`config.mk`:
```
export PLATFORM = sky130hd
export DESIGN_NAME = rob_retire_flat
export DESIGN_NICKNAME = d
export VERILOG_FILES = /design/src/rtl/rob_retire_if.sv /design/src/rtl/rob_retire.sv /design/src/flat_wrapper.sv
export SDC_FILE = /design/constraint.sdc
export NUM_CORES = 2
export LEC_CHECK = 0
export ABC_AREA = 0
export CORE_ASPECT_RATIO = 1.5
export CORE_MARGIN = 5
export CORE_UTILIZATION = 46
export CTS_CLUSTER_SIZE = 16
export DETAILED_ROUTE_END_ITERATION = 10
export PLACE_DENSITY = 0.59
export SYNTH_ARGS = -nofsm -noshare
export SYNTH_HDL_FRONTEND = slang
export SYNTH_SLANG_ARGS = --single-unit
```
`constraint.sdc`:
```
create_clock -name clk -period 49.4 [get_ports clk]
set_input_delay 4.94 -clock clk [delete_from_list [all_inputs] [get_ports clk]]
set_output_delay 4.94 -clock clk [all_outputs]
set_load 0.005 [all_outputs]
```
`src/rtl/rob_retire_if.sv`:
```
// Dispatch, completion, branch-squash and retire bundle between the pipeline and the ROB.
// The master side is the pipeline; the slave side is the reorder buffer.
interface rob_retire_if #(
    parameter int unsigned W         = 4,
    parameter int unsigned ARF_WIDTH = 5,
    parameter int unsigned PRF_WIDTH = 6,
    parameter int unsigned TAG_W     = 5
);
    logic [W-1:0]                dispatch_valid;
    logic [W-1:0]                dispatch_has_dest;
    logic [W-1:0][ARF_WIDTH-1:0] dispatch_arn;
    logic [W-1:0][PRF_WIDTH-1:0] dispatch_prn;
    logic [W-1:0][PRF_WIDTH-1:0] dispatch_old_prn;
    logic                        dispatch_ready;
    logic [W-1:0][TAG_W-1:0]     dispatch_tag;
    logic [W-1:0]                complete_valid;
    logic [W-1:0][TAG_W-1:0]     complete_tag;
    logic                        br_mispredict;
    logic [TAG_W-1:0]            br_tag;
    logic [W-1:0]                retire_valid;
    logic [W-1:0][ARF_WIDTH-1:0] retire_dest_arn;
    logic [W-1:0][PRF_WIDTH-1:0] retire_dest_prn;
    logic [W-1:0][PRF_WIDTH-1:0] retire_old_prn;
    logic [W-1:0]                retire_free_valid;
    logic                        rob_empty;
    logic                        rob_full;

    modport master (
        output dispatch_valid, dispatch_has_dest, dispatch_arn, dispatch_prn, dispatch_old_prn,
        output complete_valid, complete_tag, br_mispredict, br_tag,
        input  dispatch_ready, dispatch_tag,
        input  retire_valid, retire_dest_arn, retire_dest_prn, retire_old_prn, retire_free_valid,
        input  rob_empty, rob_full
    );

    modport slave (
        input  dispatch_valid, dispatch_has_dest, dispatch_arn, dispatch_prn, dispatch_old_prn,
        input  complete_valid, complete_tag, br_mispredict, br_tag,
        output dispatch_ready, dispatch_tag,
        output retire_valid, retire_dest_arn, retire_dest_prn, retire_old_prn, retire_free_valid,
        output rob_empty, rob_full
    );
endinterface

```
`src/rtl/rob_retire.sv`:
```
// In-order reorder buffer: W-wide allocate, complete-by-tag, in-order retire, branch squash.
// Optional ROB_PERF_CNT_EN adds perf_retired / perf_stall counters.
module rob_retire #(
    parameter int unsigned DEPTH     = 32,
    parameter int unsigned W         = 4,
    parameter int unsigned ARF_WIDTH = 5,
    parameter int unsigned PRF_WIDTH = 6,
    parameter int unsigned TAG_W     = $clog2(DEPTH)
) (
    input  logic        clk,
    input  logic        rst_n,
    rob_retire_if.slave rob
`ifdef ROB_PERF_CNT_EN
    ,
    output logic [31:0] perf_retired,
    output logic [31:0] perf_stall
`endif
);
    localparam int unsigned PTR_W  = TAG_W + 1;
    localparam int unsigned WCNT_W = $clog2(W + 1);

    logic [PTR_W-1:0]     head_q, head_d, tail_q, tail_d;
    logic [PTR_W-1:0]     count, free_cnt;
    logic [DEPTH-1:0]     valid_q, valid_d, complete_q, complete_d, has_dest_q, has_dest_d;
    logic [ARF_WIDTH-1:0] arn_q     [DEPTH];
    logic [ARF_WIDTH-1:0] arn_d     [DEPTH];
    logic [PRF_WIDTH-1:0] prn_q     [DEPTH];
    logic [PRF_WIDTH-1:0] prn_d     [DEPTH];
    logic [PRF_WIDTH-1:0] old_prn_q [DEPTH];
    logic [PRF_WIDTH-1:0] old_prn_d [DEPTH];

    logic                    ready_c;
    logic [W-1:0][TAG_W-1:0] disp_idx, ret_idx;
    logic [W-1:0]            ret_vec;
    logic [WCNT_W-1:0]       ret_cnt;
    logic [TAG_W-1:0]        br_off;
    logic                    chain;

    // Wrap bit makes tail - head range over 0..DEPTH, separating full from empty.
    assign count    = tail_q - head_q;
    assign free_cnt = PTR_W'(DEPTH) - count;
    assign ready_c  = (free_cnt >= PTR_W'(W)) && !rob.br_mispredict;
    assign br_off   = rob.br_tag - head_q[TAG_W-1:0];

    always_comb begin
        for (int unsigned i = 0; i < W; i++) begin
            disp_idx[i] = tail_q[TAG_W-1:0] + TAG_W'(i);
            ret_idx[i]  = head_q[TAG_W-1:0] + TAG_W'(i);
        end
    end

    // Oldest-first retire chain; a mispredict stops it just past the branch.
    always_comb begin
        ret_vec = '0;
        ret_cnt = '0;
        chain   = 1'b1;
        for (int unsigned i = 0; i < W; i++) begin
            chain = chain && valid_q[ret_idx[i]] && complete_q[ret_idx[i]]
                    && !(rob.br_mispredict && (TAG_W'(i) > br_off));
            ret_vec[i] = chain;
            ret_cnt    = ret_cnt + WCNT_W'(chain);
        end
    end

    always_comb begin
        for (int unsigned i = 0; i < W; i++) begin
            rob.retire_dest_arn[i]   = has_dest_q[ret_idx[i]] ? arn_q[ret_idx[i]] : '0;
            rob.retire_dest_prn[i]   = prn_q[ret_idx[i]];
            rob.retire_old_prn[i]    = old_prn_q[ret_idx[i]];
            rob.retire_free_valid[i] = ret_vec[i] && has_dest_q[ret_idx[i]];
        end
    end

    assign rob.retire_valid   = ret_vec;
    assign rob.dispatch_ready = ready_c;
    assign rob.dispatch_tag   = disp_idx;
    assign rob.rob_empty      = (head_q == tail_q);
    assign rob.rob_full       = (count == PTR_W'(DEPTH));

    // Later updates override earlier ones: complete, retire, allocate, squash.
    always_comb begin
        valid_d    = valid_q;
        complete_d = complete_q;
        has_dest_d = has_dest_q;
        arn_d      = arn_q;
        prn_d      = prn_q;
        old_prn_d  = old_prn_q;
        head_d     = head_q + PTR_W'(ret_cnt);
        tail_d     = tail_q;

        for (int unsigned i = 0; i < W; i++) begin
            if (rob.complete_valid[i] && valid_q[rob.complete_tag[i]]) begin
                complete_d[rob.complete_tag[i]] = 1'b1;
            end
        end

        for (int unsigned i = 0; i < W; i++) begin
            if (ret_vec[i]) begin
                valid_d[ret_idx[i]]    = 1'b0;
                complete_d[ret_idx[i]] = 1'b0;
            end
        end

        if (ready_c) begin
            tail_d = tail_q + PTR_W'($countones(rob.dispatch_valid));
            for (int unsigned i = 0; i < W; i++) begin
                if (rob.dispatch_valid[i]) begin
                    valid_d[disp_idx[i]]    = 1'b1;
                    complete_d[disp_idx[i]] = 1'b0;
                    has_dest_d[disp_idx[i]] = rob.dispatch_has_dest[i];
                    arn_d[disp_idx[i]]      = rob.dispatch_arn[i];
                    prn_d[disp_idx[i]]      = rob.dispatch_prn[i];
                    old_prn_d[disp_idx[i]]  = rob.dispatch_old_prn[i];
                end
            end
        end

        if (rob.br_mispredict) begin
            tail_d = head_q + PTR_W'(br_off) + PTR_W'(1);
            for (int unsigned j = 0; j < DEPTH; j++) begin
                if ((TAG_W'(j) - head_q[TAG_W-1:0]) > br_off) begin
                    valid_d[j]    = 1'b0;
                    complete_d[j] = 1'b0;
                end
            end
        end
    end

    always_ff @(posedge clk or negedge rst_n) begin
        if (!rst_n) begin
            head_q     <= '0;
            tail_q     <= '0;
            valid_q    <= '0;
            complete_q <= '0;
        end else begin
            head_q     <= head_d;
            tail_q     <= tail_d;
            valid_q    <= valid_d;
            complete_q <= complete_d;
        end
    end

    // Payload is qualified by valid_q, so it needs no reset.
    always_ff @(posedge clk) begin
        has_dest_q <= has_dest_d;
        arn_q      <= arn_d;
        prn_q      <= prn_d;
        old_prn_q  <= old_prn_d;
    end

`ifdef ROB_PERF_CNT_EN
    logic [31:0] perf_retired_q, perf_retired_d, perf_stall_q, perf_stall_d;

    always_comb begin
        perf_retired_d = perf_retired_q + 32'(ret_cnt);
        perf_stall_d   = perf_stall_q + 32'(rob.dispatch_valid[0] && !ready_c);
    end

    always_ff @(posedge clk or negedge rst_n) begin
        if (!rst_n) begin
            perf_retired_q <= '0;
            perf_stall_q   <= '0;
        end else begin
            perf_retired_q <= perf_retired_d;
            perf_stall_q   <= perf_stall_d;
        end
    end

    assign perf_retired = perf_retired_q;
    assign perf_stall   = perf_stall_q;
`endif

endmodule

```
`src/flat_wrapper.sv`:
```
// flat-port wrapper written by rule: the top's interface ports become plain ports
module rob_retire_flat 
#(
    parameter int unsigned DEPTH     = 32,
    parameter int unsigned W         = 4,
    parameter int unsigned ARF_WIDTH = 5,
    parameter int unsigned PRF_WIDTH = 6,
    parameter int unsigned TAG_W     = $clog2(DEPTH)
)
  (clk, rst_n, rob_dispatch_valid, rob_dispatch_has_dest, rob_dispatch_arn, rob_dispatch_prn, rob_dispatch_old_prn, rob_complete_valid, rob_complete_tag, rob_br_mispredict, rob_br_tag, rob_dispatch_ready, rob_dispatch_tag, rob_retire_valid, rob_retire_dest_arn, rob_retire_dest_prn, rob_retire_old_prn, rob_retire_free_valid, rob_rob_empty, rob_rob_full);
  rob_retire_if #(.W(W), .ARF_WIDTH(ARF_WIDTH), .PRF_WIDTH(PRF_WIDTH), .TAG_W(TAG_W)) rob_i ();
  input  logic clk;
  input  logic rst_n;
  input wire logic [$bits(rob_i.dispatch_valid)-1:0] rob_dispatch_valid;
  input wire logic [$bits(rob_i.dispatch_has_dest)-1:0] rob_dispatch_has_dest;
  input wire logic [$bits(rob_i.dispatch_arn)-1:0] rob_dispatch_arn;
  input wire logic [$bits(rob_i.dispatch_prn)-1:0] rob_dispatch_prn;
  input wire logic [$bits(rob_i.dispatch_old_prn)-1:0] rob_dispatch_old_prn;
  input wire logic [$bits(rob_i.complete_valid)-1:0] rob_complete_valid;
  input wire logic [$bits(rob_i.complete_tag)-1:0] rob_complete_tag;
  input wire logic [$bits(rob_i.br_mispredict)-1:0] rob_br_mispredict;
  input wire logic [$bits(rob_i.br_tag)-1:0] rob_br_tag;
  output wire logic [$bits(rob_i.dispatch_ready)-1:0] rob_dispatch_ready;
  output wire logic [$bits(rob_i.dispatch_tag)-1:0] rob_dispatch_tag;
  output wire logic [$bits(rob_i.retire_valid)-1:0] rob_retire_valid;
  output wire logic [$bits(rob_i.retire_dest_arn)-1:0] rob_retire_dest_arn;
  output wire logic [$bits(rob_i.retire_dest_prn)-1:0] rob_retire_dest_prn;
  output wire logic [$bits(rob_i.retire_old_prn)-1:0] rob_retire_old_prn;
  output wire logic [$bits(rob_i.retire_free_valid)-1:0] rob_retire_free_valid;
  output wire logic [$bits(rob_i.rob_empty)-1:0] rob_rob_empty;
  output wire logic [$bits(rob_i.rob_full)-1:0] rob_rob_full;
  assign rob_i.dispatch_valid = rob_dispatch_valid;
  assign rob_i.dispatch_has_dest = rob_dispatch_has_dest;
  assign rob_i.dispatch_arn = rob_dispatch_arn;
  assign rob_i.dispatch_prn = rob_dispatch_prn;
  assign rob_i.dispatch_old_prn = rob_dispatch_old_prn;
  assign rob_i.complete_valid = rob_complete_valid;
  assign rob_i.complete_tag = rob_complete_tag;
  assign rob_i.br_mispredict = rob_br_mispredict;
  assign rob_i.br_tag = rob_br_tag;
  assign rob_dispatch_ready = rob_i.dispatch_ready;
  assign rob_dispatch_tag = rob_i.dispatch_tag;
  assign rob_retire_valid = rob_i.retire_valid;
  assign rob_retire_dest_arn = rob_i.retire_dest_arn;
  assign rob_retire_dest_prn = rob_i.retire_dest_prn;
  assign rob_retire_old_prn = rob_i.retire_old_prn;
  assign rob_retire_free_valid = rob_i.retire_free_valid;
  assign rob_rob_empty = rob_i.rob_empty;
  assign rob_rob_full = rob_i.rob_full;
  rob_retire #(.DEPTH(DEPTH), .W(W), .ARF_WIDTH(ARF_WIDTH), .PRF_WIDTH(PRF_WIDTH), .TAG_W(TAG_W)) u_core (.clk(clk), .rst_n(rst_n), .rob(rob_i));
endmodule
```
==> metrics.md <==
| Metric | Value |
|---|---|
| Buf+Inv Stages, Crit Path | `4` |
| Slowest cell on crit path | `nor3_1` |
| Outcome | `finished clean` |
| NetSw | `3.42 mW` |
| Worst EP required | `44,460 ps` |
| Tot Pwr | `between 6 and 7 mW` |
| Fin. max-slew vios | `0` |
| Critical Path Fanout Max | `4` |
| Yosys reg bits | `about 650` |
| Root Buffer Master | `clkbuf_16` |
| Max-cap violations | `0` |
| H-tree depth | `3` |
| Area leader, netlist | `edfxtp_1` |
| Pwr Density | `90.5 nW/um^2` |
| Initial antenna violation count | `13` |
| Area Growth Syn to Fin | `9.59%` |
| Avg Cell Area, Syn | `9.61 sq um` |
| Die Y | `487 um` |
| CORE AREA | `151,000 sq um` |
| RSZ-0062 raised after global routing | `no` |
| Post-Synthesis Cells | `7,261` |
| Crit path DAT | `8810 ps` |
| Grt ovf | `0` |
| Max stage delay on crit path | `760 ps` |
| Hold WC Path Type | `register to register` |
| Final setup viols | `0` |
| Post-CTS Setup Inserts | `0` |
| Layout cells sized above 1 | `19.0%` |
| # nets final | `7,220` |
| Final min period | `13,750 ps` |
| Area of the mapped netlist | `69,800 sq um` |
| # hold bufs at CTS | `0` |
| Min-delay src | `u_core.head_q[5]` |
| Crit-path cells | `clkdlybuf4s50_1 > inv_1 > ha_1 > fa_1 > nand2b_1 > a21oi_1 > xor2_2 > inv_1 > nor3_1 > a221oi_4 > nand2_2 > nor2_4 > nand3_1 > nor2b_1 > clkdlybuf4s50_1` |
| # resized after CTS | `0` |
| Achievable Freq | `72.7 MHz` |
| Vias | `about 70,000` |
| DR pass1 iterations | `8` |
| Post-synth EDFFs | `576` |
| Die width | `328 um` |
| Final wirelength | `365,000 um` |
| Clock buffer depth | `3` |
| Via density | `~7.7` |
| 1st-iter DRT viols | `approximately 12,000` |
| Worst VDD drop | `approximately 71 uV` |
| Crit. Startpoint | `rob_br_tag[0]` |
| GRT Util Overall | `around 44%` |
| Worst slew pin tran | `1380 ps` |
| Post-synth ARST share | `11.7%` |
| Sw Ratio | `between 40% and 50%` |
| Fillers | `~14,000` |
| Cell Int Power | `3.50 mW` |
| Row count | `about 180` |
| Seq/Total Area, Yosys | `between 20% and 30%` |
| Reg-to-reg startpoint | `u_core.head_q[0]` |
| Num CTS Buffers | `81` |
| CP Class | `primary input to primary output` |
| Final hold vios | `0` |
| Post-synth top cells | `nor2_1, a21oi_1, nand2_1` |
| CP delay by family, top | `simple AND/OR/NAND/NOR gates` |
| Placer Congestion | `1.03` |
| Slew HR | `7.02%` |
| Largest net degree at the start of global routing | `164` |
| CTS tree | `done` |
| DP HPWL | `223,000 um` |
| Initial Util | `46.1%` |
| Final setup margin | `35,650 ps` |
| Drt drc | `0` |
| Clock share of power | `just over 9%` |
| Share of the synthesized area in the top cell type | `24.8%` |
| Most instantiated library cell after synthesis | `nor2_1` |
| Clock latency on the worst-skew pair | `750 ps` |
| Boundary Pins | `slightly above 200` |
| Synthesized Nets | `7,491` |
| Crit end category | `primary output` |
| Final Util | `50.5%` |
| Fin Clk Skew | `37.2 ps` |
| Part of the power in combinational logic | `69.3%` |
| Post-Place Worst Slack | `35,740 ps` |
| Ys flop type | `edfxtp_1` |
| I/O Buffers | `206` |
| Post-route ant nets | `0` |
| Area contributors post-synth | `edfxtp_1, mux4_2, mux2i_1` |
| First-pass GRT wire length | `approximately 500,000 um` |
| Final worst-path cycle share | `27.8%` |
| TritonCTS Sinks | `652` |
| Die ar. | `160,000 sq um` |
| Setup crit start kind | `primary input` |
| Count of cell types in the netlist | `100` |
| Vias in the first global route | `64,700` |
| Avg WL per Cell | `about 40 um` |
| Sequential share of power | `21.4%` |
| Synth warn | `0` |
| Setup TNS Final | `0 ps` |
| Clock-pin slew on the worst setup and hold paths | `60 ps` |
| Pleak | `24.7 nW` |
per-layer routing:
layer  global-route usage (%)  part of all wire (%)
met1                     51.5                    32
met2                     63.9                    42
met3                     14.9                    14
met4                     40.0                    12
met5                    0.306                 0.019
area by class of cell:
cell class | instances | area (sq um) | area share, %
antenna | 7 | 17.5 | 0.0229
clock buffer | 102 | 2190 | 2.86
clock inverter | 45 | 414 | 0.542
inverter | 117 | 472 | 0.617
multi-input combinational | 5682 | 47600 | 62.3
sequential | 652 | 19200 | 25.1
tap | 2035 | 2550 | 3.33
timing repair buffer | 456 | 3940 | 5.16
power by group through the flow:
stage	combinational, mW	sequential [mW]	clock [mW]
3_5_place_dp	4.56	1.46	0
5_1_grt	4.95	1.50	0.653
6_report	4.80	1.48	0.638
3_3_place_gp	4.51	1.43	0
2_1_floorplan	2.96	1.38	0
4_1_cts	4.59	1.45	0.634
final timing paths:
check                      depth (start not counted)  slack (ps)                       end
setup / recovery                                  15       35650  rob_retire_free_valid[3]
setup reg to reg                                  18       42270          u_core.head_q[4]
hold / removal                                     1         560          u_core.head_q[5]
max in group asynchronous                          2       44040          u_core.head_q[2]
hold reg to reg                                    1         560          u_core.head_q[5]
min in group asynchronous                          1        4160     u_core.complete_q[18]
worst reg2reg max path, cell delays in order, from the launching register on:
cell	delay, ps
dfrtp_4	980
inv_8	470
ha_4	880
buf_4	740
mux4_1	450
a32oi_1	430
and3_4	300
nand2_1	280
a21oi_1	320
ha_1	280
inv_1	90
fa_1	520
inv_1	100
ha_1	320
inv_1	50
fa_1	410
nor2b_1	130
o21ai_0	100
xnor2_1	150
metrics by stage:
stage               instances  cell area, sq um  hold WS [ps]
floorplan                7261             69800           501
global placement         8942             73800           536
detailed placement       8942             73800           559
CTS                      9089             76400           572
global route             9090             76400           600
finish                   9096             76400           559
logic make-up after synthesis:
kind of cell | count (synthesis) | share of synthesized area, %
compound gates | 2150 | 18.8
xor+xnor | 47 | 0.649
fa+ha+maj | 122 | 2.27
buf+inv | 927 | 5.32
flops | 652 | 27.5
mux | 1357 | 33.3
simple gates | 2006 | 12.2
state kept, by name, summed over array words and instances (netlist names):
name,flops
u_core.valid_q,32
u_core.arn_q,160
u_core.prn_q,192
u_core.has_dest_q,32
u_core.complete_q,32
u_core.head_q,6
u_core.old_prn_q,192
u_core.tail_q,6
placed cells by master, fill, tap and decap left out, types with 17 or more instances in the layout:
master             n
nor2_1           817
a21oi_1          805
mux4_2           766
nand2_1          757
mux2i_1          586
a211oi_1         585
edfxtp_1         576
o21ai_0          498
buf_4            246
clkdlybuf4s50_1  194
ha_1             111
inv_1            103
nor2_4            89
clkbuf_16         84
nand3_1           79
dfrtp_1           72
nor3_1            35
a21o_1            32
a31oi_1           31
nand2_2           31
xnor2_1           27
a221o_1           23
nor4b_1           19
and2_1            18
and3_1            18
nor2b_1           18
nand4_1           17
(Power assumes the default switching activity.)
